`src/rtl/pe_gene_pkg.sv`:
```
// Shared definitions for the gene feeder: default widths, attribute field offsets,
// the max-key sentinel gene and the feeder state encoding.
package pe_gene_pkg;

    localparam int GENE_SZ_DEF = 64;
    localparam int ATTR_SZ_DEF = 8;
    localparam int ADDR_SZ_DEF = 10;
    localparam int CNT_SZ_DEF  = 10;

    localparam int SRC1_LSB = 5 * ATTR_SZ_DEF;
    localparam int SRC2_LSB = 4 * ATTR_SZ_DEF;

    // src1 and src2 all ones, everything else zero: larger than any real key
    localparam logic [GENE_SZ_DEF-1:0] SENTINEL_GENE =
        {{(GENE_SZ_DEF - 6 * ATTR_SZ_DEF){1'b0}},
         {(2 * ATTR_SZ_DEF){1'b1}},
         {SRC2_LSB{1'b0}}};

    typedef enum logic [1:0] {
        ST_IDLE     = 2'd0,
        ST_FETCH    = 2'd1,
        ST_SENTINEL = 2'd2,
        ST_DONE     = 2'd3
    } feed_state_e;

endpackage

```
`src/rtl/pe_gene_feeder_fifo.sv`:
```
// Two-entry skid FIFO that absorbs the one-cycle memory read latency while the
// gene queue is stalled. A push against a full FIFO without a pop is dropped.
module gene_skid_fifo #(
    parameter int WORD_SZ = 64
) (
    input  logic               clk,
    input  logic               rst_n,
    input  logic               i_push,
    input  logic               i_pop,
    input  logic [WORD_SZ-1:0] i_din,
    output logic [WORD_SZ-1:0] o_dout,
    output logic               o_empty,
    output logic               o_full,
    output logic [1:0]         o_count
);

    logic [WORD_SZ-1:0] r_mem [2];
    logic               r_wr_ptr;
    logic               r_rd_ptr;
    logic [1:0]         r_count;
    logic               w_do_push;
    logic               w_do_pop;

    assign o_empty   = (r_count == 2'd0);
    assign o_full    = (r_count == 2'd2);
    assign o_count   = r_count;
    assign o_dout    = r_mem[r_rd_ptr];
    assign w_do_pop  = i_pop && !o_empty;
    assign w_do_push = i_push && (!o_full || w_do_pop);

    generate
        for (genvar gi = 0; gi < 2; gi++) begin : g_entry
            always_ff @(posedge clk or negedge rst_n) begin
                if (!rst_n) begin
                    r_mem[gi] <= '0;
                end else if (w_do_push && (r_wr_ptr == 1'(gi))) begin
                    r_mem[gi] <= i_din;
                end
            end
        end
    endgenerate

    always_ff @(posedge clk or negedge rst_n) begin
        if (!rst_n) begin
            r_wr_ptr <= 1'b0;
            r_rd_ptr <= 1'b0;
            r_count  <= 2'd0;
        end else begin
            if (w_do_push) begin
                r_wr_ptr <= ~r_wr_ptr;
            end
            if (w_do_pop) begin
                r_rd_ptr <= ~r_rd_ptr;
            end
            case ({w_do_push, w_do_pop})
                2'b10:   r_count <= r_count + 2'd1;
                2'b01:   r_count <= r_count - 2'd1;
                default: r_count <= r_count;
            endcase
        end
    end

endmodule

```
`src/rtl/pe_gene_feeder.sv`:
```
// Producer side of the per-PE gene queue: streams one genome from gene memory
// into the queue, then a max-key sentinel. Optional key-order checker: GENE_FEED_ORDER_CHK_EN.
module pe_gene_feeder
    import pe_gene_pkg::*;
#(
    parameter int GENE_SZ = GENE_SZ_DEF,
    parameter int ATTR_SZ = ATTR_SZ_DEF,
    parameter int ADDR_SZ = ADDR_SZ_DEF,
    parameter int CNT_SZ  = CNT_SZ_DEF
) (
    input  logic               clk,
    input  logic               rst_n,
    input  logic               i_start,
    input  logic [ADDR_SZ-1:0] i_base_addr,
    input  logic [CNT_SZ-1:0]  i_gene_cnt,
    output logic               o_busy,
    output logic               o_done,
    output logic               o_mem_rd_en,
    output logic [ADDR_SZ-1:0] o_mem_addr,
    input  logic [GENE_SZ-1:0] i_mem_rd_data,
    output logic               o_q_wr,
    output logic [GENE_SZ-1:0] o_q_data,
    input  logic               i_q_full
`ifdef GENE_FEED_ORDER_CHK_EN
    ,
    output logic               o_order_err
`endif
);

    localparam logic [GENE_SZ-1:0] L_SENTINEL =
        {{(GENE_SZ - 2 * ATTR_SZ){1'b0}}, {(2 * ATTR_SZ){1'b1}}} << (4 * ATTR_SZ);

    feed_state_e        r_state;
    feed_state_e        w_state_next;
    logic [ADDR_SZ-1:0] r_rd_addr;
    logic [CNT_SZ-1:0]  r_rd_left;
    logic [CNT_SZ-1:0]  r_wr_left;
    logic               r_inflight;

    logic               w_start_ok;
    logic               w_pop;
    logic               w_rd_issue;
    logic [GENE_SZ-1:0] w_fifo_dout;
    logic               w_fifo_empty;
    logic               w_fifo_full;
    logic [1:0]         w_fifo_count;

    assign w_start_ok = (r_state == ST_IDLE) && i_start;
    assign w_pop      = (r_state == ST_FETCH) && !w_fifo_empty && !i_q_full;

    // Entries held or on their way must stay within the two FIFO slots
    assign w_rd_issue = (r_state == ST_FETCH) && (r_rd_left != '0) &&
                        (({1'b0, w_fifo_count} + {2'b00, r_inflight}) <
                         (3'd2 + {2'b00, w_pop}));

    gene_skid_fifo #(
        .WORD_SZ (GENE_SZ)
    ) u_fifo (
        .clk     (clk),
        .rst_n   (rst_n),
        .i_push  (r_inflight),
        .i_pop   (w_pop),
        .i_din   (i_mem_rd_data),
        .o_dout  (w_fifo_dout),
        .o_empty (w_fifo_empty),
        .o_full  (w_fifo_full),
        .o_count (w_fifo_count)
    );

    a_no_overflow: assert property (@(posedge clk) disable iff (!rst_n)
        !(r_inflight && w_fifo_full && !w_pop))
        else $error("gene skid FIFO overflow");

    always_ff @(posedge clk or negedge rst_n) begin
        if (!rst_n) begin
            r_state <= ST_IDLE;
        end else begin
            r_state <= w_state_next;
        end
    end

    always_comb begin
        w_state_next = r_state;
        case (r_state)
            ST_IDLE: begin
                if (i_start) begin
                    w_state_next = (i_gene_cnt == '0) ? ST_SENTINEL : ST_FETCH;
                end
            end
            ST_FETCH: begin
                if (w_pop && (r_wr_left == CNT_SZ'(1))) begin
                    w_state_next = ST_SENTINEL;
                end
            end
            ST_SENTINEL: begin
                if (!i_q_full) begin
                    w_state_next = ST_DONE;
                end
            end
            ST_DONE: begin
                w_state_next = ST_IDLE;
            end
            default: begin
                w_state_next = ST_IDLE;
            end
        endcase
    end

    always_comb begin
        o_busy      = (r_state != ST_IDLE);
        o_done      = (r_state == ST_DONE);
        o_mem_rd_en = w_rd_issue;
        o_mem_addr  = r_rd_addr;
        o_q_wr      = 1'b0;
        o_q_data    = '0;
        case (r_state)
            ST_FETCH: begin
                o_q_wr   = !w_fifo_empty && !i_q_full;
                o_q_data = w_fifo_dout;
            end
            ST_SENTINEL: begin
                o_q_wr   = 1'b1;
                o_q_data = L_SENTINEL;
            end
            default: begin
                o_q_wr   = 1'b0;
                o_q_data = '0;
            end
        endcase
    end

    always_ff @(posedge clk or negedge rst_n) begin
        if (!rst_n) begin
            r_rd_addr  <= '0;
            r_rd_left  <= '0;
            r_wr_left  <= '0;
            r_inflight <= 1'b0;
        end else begin
            r_inflight <= w_rd_issue;
            if (w_start_ok) begin
                r_rd_addr <= i_base_addr;
                r_rd_left <= i_gene_cnt;
                r_wr_left <= i_gene_cnt;
            end else begin
                if (w_rd_issue) begin
                    r_rd_addr <= r_rd_addr + 1'b1;
                    r_rd_left <= r_rd_left - 1'b1;
                end
                if (w_pop) begin
                    r_wr_left <= r_wr_left - 1'b1;
                end
            end
        end
    end

`ifdef GENE_FEED_ORDER_CHK_EN
    logic [2*ATTR_SZ-1:0] w_key;
    logic [2*ATTR_SZ-1:0] r_prev_key;
    logic                 r_have_prev;
    logic                 r_order_err;

    assign w_key       = w_fifo_dout[6*ATTR_SZ-1:4*ATTR_SZ];
    assign o_order_err = r_order_err;

    // Only FIFO-sourced writes are checked, so the sentinel never participates
    always_ff @(posedge clk or negedge rst_n) begin
        if (!rst_n) begin
            r_prev_key  <= '0;
            r_have_prev <= 1'b0;
            r_order_err <= 1'b0;
        end else if (w_start_ok) begin
            r_have_prev <= 1'b0;
            r_order_err <= 1'b0;
        end else if (w_pop) begin
            if (r_have_prev && (w_key <= r_prev_key)) begin
                r_order_err <= 1'b1;
            end
            r_prev_key  <= w_key;
            r_have_prev <= 1'b1;
        end
    end
`endif

endmodule

```
`config.mk`:
```
export PLATFORM = sky130hd
export DESIGN_NAME = pe_gene_feeder
export DESIGN_NICKNAME = d
export VERILOG_FILES = /design/src/rtl/pe_gene_pkg.sv /design/src/rtl/pe_gene_feeder_fifo.sv /design/src/rtl/pe_gene_feeder.sv
export SDC_FILE = /design/constraint.sdc
export NUM_CORES = 1
export LEC_CHECK = 0
export CORE_UTILIZATION = 45
export CTS_BUF_LIST = sky130_fd_sc_hd__clkbuf_4
export DETAILED_ROUTE_END_ITERATION = 7
export PLACE_DENSITY_LB_ADDON = 0.12
export SLEW_MARGIN = 0
export SYNTH_ARGS = -nofsm -noshare
export SYNTH_HDL_FRONTEND = slang
export SYNTH_SLANG_ARGS = --single-unit
```
`constraint.sdc`:
```
create_clock -name clk -period 3.51 [get_ports clk]
set_input_delay 0.702 -clock clk [delete_from_list [all_inputs] [get_ports clk]]
set_output_delay 0.702 -clock clk [all_outputs]
set_load 0.1 [all_outputs]
```
==> run metrics, run 1 <==
GPL Wtd Cong around 0.80; CTS Sinks 165; synthesized net count about 760; Worst-Margin Slew around 980 ps; Simple-Gate Fraction of Synth Area roughly a tenth; r2r worst-path depth 7; TritonCTS buffer count 17; Pins Over Slew Limit 0; min Tclk post-route 3330 ps; worst skew pair latency approximately 550 ps; compound-cell area share of the yosys netlist between 4 and 5%; Tightest Hold Check Type in2async; H-Tree Depth 4; sequential element share of the synthesized area 52.3%; num rows 48; top cell type's share of synthesized area between 50% and 60%; post-layout worst setup margin roughly 180 ps; total track usage a little over 20%; drt first pass iters 5; share of cells above drive strength 1 roughly a third; CP max FO 7; Mean Syn Cell Area about 12 um^2; initial DRC count 188; outcome completed; Commonest cells post-synth 165 x dfrtp_1, 145 x mux2_2, 90 x nor2_1; width of the die around 130 um; Main synth FF type dfrtp_1; Via density ~5.3; Post-synth ARST share 100%; Synth Area in XOR/XNOR around 2.9%; synthesized flop and latch total approximately 170; Post-synth EDFFs 0; clk slew on worst S/H paths 140 ps; DIE HEIGHT ~130 um; critical path type reg2out; Remaining DRCs 0; Crit path arrival time about 2600 ps; Hold Vio Cnt, Final 0; WL/cell between 15 and 20 um; DPL Wire Length about 12 mm; CP Launch Type flip-flop; initial antenna violation count 1; core area approximately 17000 um^2; GRT overflow 0; post-route cell area just over 10000 um^2; setup violators final 0; Die ar. ~18000 um^2; RSZ-0062 raised after global routing false; Starting Density around 46%; main combinational cell family by area after synthesis multiplexers; Peak Freq about 300 MHz; first-pass GRT wire length between 20 and 30 mm; Area contributors post-synth dfrtp_1 52%, mux2_2 21%, mux2i_1 6.5%; post-synthesis mux area share a little over a quarter; Syn-to-layout area delta 27.4%; number of global-route vias before repair 5879; most common cell in the netlist dfrtp_1; # hold bufs at CTS 0; I/O pin total 166; Post-Synthesis Cells between 600 and 700; post-synthesis cell type count 42; Slew headroom about a third; pin count of the biggest net entering global routing 68; DR vias 5606; Yosys Warn Count 0; skew final around 18 ps; Area after DPL slightly below 10000 um^2; Max-cap violations 0; IO buf count 165; cell taking the most area after synthesis dfrtp_1; DRT Wirelength 17.8 mm; post-synthesis adder-cell area fraction under 10%; root buffer cell clkbuf_4; Worst R2R Setup Slack 960 ps; nets approximately 920; ANT nets after route 0; pre-CTS setup slack between 200 and 300 ps; Mapped Area around 7900 um^2; post-route setup TNS 0 ps; CP endpoint kind output port; CP required between 2000 and 3000 ps; period utilization 94.9%; CTS tree done; Max clock buf depth 2
-- layout make-up --
class	instances	area, um^2
flip-flops and latches	165	4130
fillers	1443	7180
repair buffers	178	1750
diodes	1	2.50
well taps	225	282
clock buffers	18	135
inverters	11	43.8
multi-input cells	450	3600
clock inverters	14	105
-- stage by stage --
stage          hold WS (ps)  instances  utilization, %
2_1_floorplan           406        661               -
3_3_place_gp            481       1029            56.9
3_5_place_dp            490       1029            56.9
4_1_cts                97.5       1061            58.3
5_1_grt                97.7       1062            58.3
6_report                119       1062            58.3
-- registers in the layout, summed over array words and instances, names as in the netlist --
signal / count
r_inflight: 1
u_fifo.r_rd_ptr: 1
r_wr_left: 10
u_fifo.o_count: 2
r_rd_left: 10
o_mem_addr: 10
u_fifo.r_mem: 128
u_fifo.r_wr_ptr: 1
r_state: 2
-- cells in the final DEF (no fill, tap or decap), drive strengths merged, types with 8 or more instances in the layout --
cell type,count
a21oi,36
clkinvlp,8
nor2,90
inv,14
ha,10
buf,84
xnor2,20
dfrtp,165
clkdlybuf4s50,94
mux2,145
clkbuf,18
nand2,16
mux2i,51
o21ai,13
nor3,12
-- per-layer routing --
metal	global-route usage (%)	share of wire [%]
met1	25.9	44
met2	34.9	50
met3	4.91	4.3
met5	0	0
met4	6.74	1.8
-- critical path: stages (launching register included) --
cell	delay [ps]
dfrtp_2	470
ha_1	220
ha_1	270
or3b_1	380
o41a_1	150
or2_4	300
inv_4	120
buf_12	180
-- timing repair --
item | CTS | global route
endpoints found under the hold margin | 0 | 0
resized for setup | 0 | 3
setup endpoints to repair | 0 | 1
setup buffers | 0 | 0
-- cell families after synthesis --
logic type               count (synthesis)
multiplexers                           196
flip-flops                             165
AND/OR/NAND/NOR                        160
AO/OA/AOI/OAI                           58
buffers and inverters                   46
XOR/XNOR                                26
adder cells (fa/ha/maj)                 10
-- worst paths after layout --
| kind | start | endpoint |
|---|---|---|
| min in group clk | u_fifo.r_mem[36] | u_fifo.r_mem[36] |
| max reg2reg | r_inflight | o_mem_addr[8] |
| min | rst_n | u_fifo.r_mem[101] |
| min reg2reg | u_fifo.r_mem[36] | u_fifo.r_mem[36] |
| max | r_inflight | o_mem_rd_en |
| max in group asynchronous | rst_n | u_fifo.r_mem[12] |
Power of run 1 is not shown: default switching activity piles up to over one toggle a cycle in this logic, so the estimate is an artifact.
==> inputs of run 2 (changes only) <==
RECOVER_POWER = 25   (was not set)
SLEW_MARGIN = 10   (was 0)
==> run 2 against run 1 <==
  * The run now ends with capacitance limit, slew limit left
  * First-iteration DRC count is 4.8% higher
  * Final area is 0.21% lower
  * Die area stayed put
  * Count of clock-buffer cells in the layout stayed put
  * Critical path type unchanged
  * Largest cell class unchanged
==> run metrics, run 2 (synthesis results as in run 1) <==
max FFs per register 128; ANT nets after route 0; min Tclk post-route around 3300 ps; root buffer cell clkbuf_4; r2r worst-path depth 7; Peak Freq ~300 MHz; CTS Sinks 165; commonest non-fill, non-tap cells in the layout 163 x dfrtp_1, 145 x mux2_2, 94 x clkdlybuf4s50_1, 80 x nor2_1, 69 x buf_4; Max-cap violations 2; crit-path most repeated cell ha_1; CP endpoint kind output port; Tightest Hold Check Type reg2reg; leading cell type in the layout, fill and taps excluded dfrtp_1; cell depth of the worst hold path 1; Worst-Margin Slew 1680 ps; Area after DPL about 10000 um^2; post-layout worst setup margin around 180 ps; setup violators final 0; initial antenna violation count 1; H-Tree Depth 4; GRT overflow 0; CP max stage delay 470 ps; worst skew pair latency about 550 ps; Crit path arrival time roughly 2600 ps; number of global-route vias before repair 5879; clk slew on worst S/H paths approximately 140 ps; DIE HEIGHT 134 um; Remaining DRCs 0; outcome finished with violations; Hold Vio Cnt, Final 0; first-pass GRT wire length 29.1 mm; post-route cell area roughly 10000 um^2; num rows 48; share of cells above drive strength 1 33.4%; CP max FO 7; DR vias between 5000 and 6000; violated checks capacitance limit, slew limit; GPL Wtd Cong roughly 0.8; Syn-to-layout area delta 27.2%; RSZ-0062 raised after global routing false; CP required ~2800 ps; pin count of the biggest net entering global routing 68; Via density between 5 and 6; Slew headroom -12.2%; DRT Wirelength 17.8 mm; Starting Density 45.8%; post-route setup TNS 0 ps; skew final 17.1 ps; slowest CP cell dfrtp_2; initial DRC count between 150 and 200; Fin Hold WS about 520 ps; CTS tree done; CP Launch Type flip-flop; I/O pin total roughly 170; total track usage 20.6%; width of the die between 100 and 150 um; Pins Over Slew Limit just under 70; TritonCTS buffer count 17; crit path cell chain ha_1 > ha_1 > or3b_1 > o41a_1 > or2_4 > inv_4 > buf_12; pre-CTS setup slack ~290 ps; nets 921; DPL Wire Length ~12 mm; WL/cell between 15 and 20 um; Buf/Inv on CP 2; core area between 15000 and 20000 um^2; critical path type reg2out; largest reg by FF count u_fifo.r_mem; IO buf count between 150 and 200; drt first pass iters 4; critical path's top delay family simple AND/OR/NAND/NOR gates; period utilization a little over nine tenths; Max clock buf depth 2; CP Depth 7; Die ar. 18100 um^2
==> run 2: cell types whose count changed in the layout (fill, tap and decap cells not counted), sizes merged <==
cell    change
buf         -2
clkbuf      +2
==> run 2: through the flow <==
| step | cells | utilization [%] |
|---|---|---|
| finish | 1062 | 58.2 |
| global route | 1062 | 58.2 |
| CTS | 1061 | 58.3 |
| detailed placement | 1029 | 56.9 |
| global placement | 1029 | 56.9 |
| floorplan | 661 | - |
==> run 2: timing repair <==
action	CTS	global route
endpoints found under the setup margin	0	1
hold endpoints to repair	0	0
hold buffers	0	0
buffers inserted	0	0
gates resized for setup	0	3
==> run 2: metal layers <==
| metal | up-vias | global-route usage [%] | part of all wire [%] |
|---|---|---|---|
| met5 | - | 0 | 0 |
| met3 | 19 | 4.91 | 4.1 |
| met4 | 0 | 6.74 | 1.8 |
| met1 | 2816 | 25.9 | 44 |
| met2 | 126 | 34.9 | 50 |
| li1 | 2643 | - | - |
==> run 2: layout make-up <==
cell class                 count  area [um^2]
antenna                        1         2.50
clock buffer                  18          135
clock inverter                14          105
tap                          225          282
inverter                      11         43.8
multi-input combinational    450         3600
timing repair buffer         178         1730
sequential                   165         4130
fill                        1443         7200
==> run 2: final timing paths <==
check / start / end / slack, ps
setup / recovery: r_inflight / o_mem_rd_en / 180
hold / removal: u_fifo.r_mem[36] / u_fifo.r_mem[36] / 520
setup reg to reg: r_inflight / o_mem_addr[8] / 960
hold reg to reg: u_fifo.r_mem[36] / u_fifo.r_mem[36] / 520
max in group asynchronous: rst_n / r_inflight / 590
min in group asynchronous: rst_n / u_fifo.r_mem[101] / 550
==> run 2: worst register-to-register path: stages (launching register included) <==
cell	delay (ps)
dfrtp_2	470
ha_1	220
ha_1	270
or3b_1	380
o41a_1	150
or2_4	300
or4_1	520
a31oi_1	170
Power of run 2 is left out for the same reason.
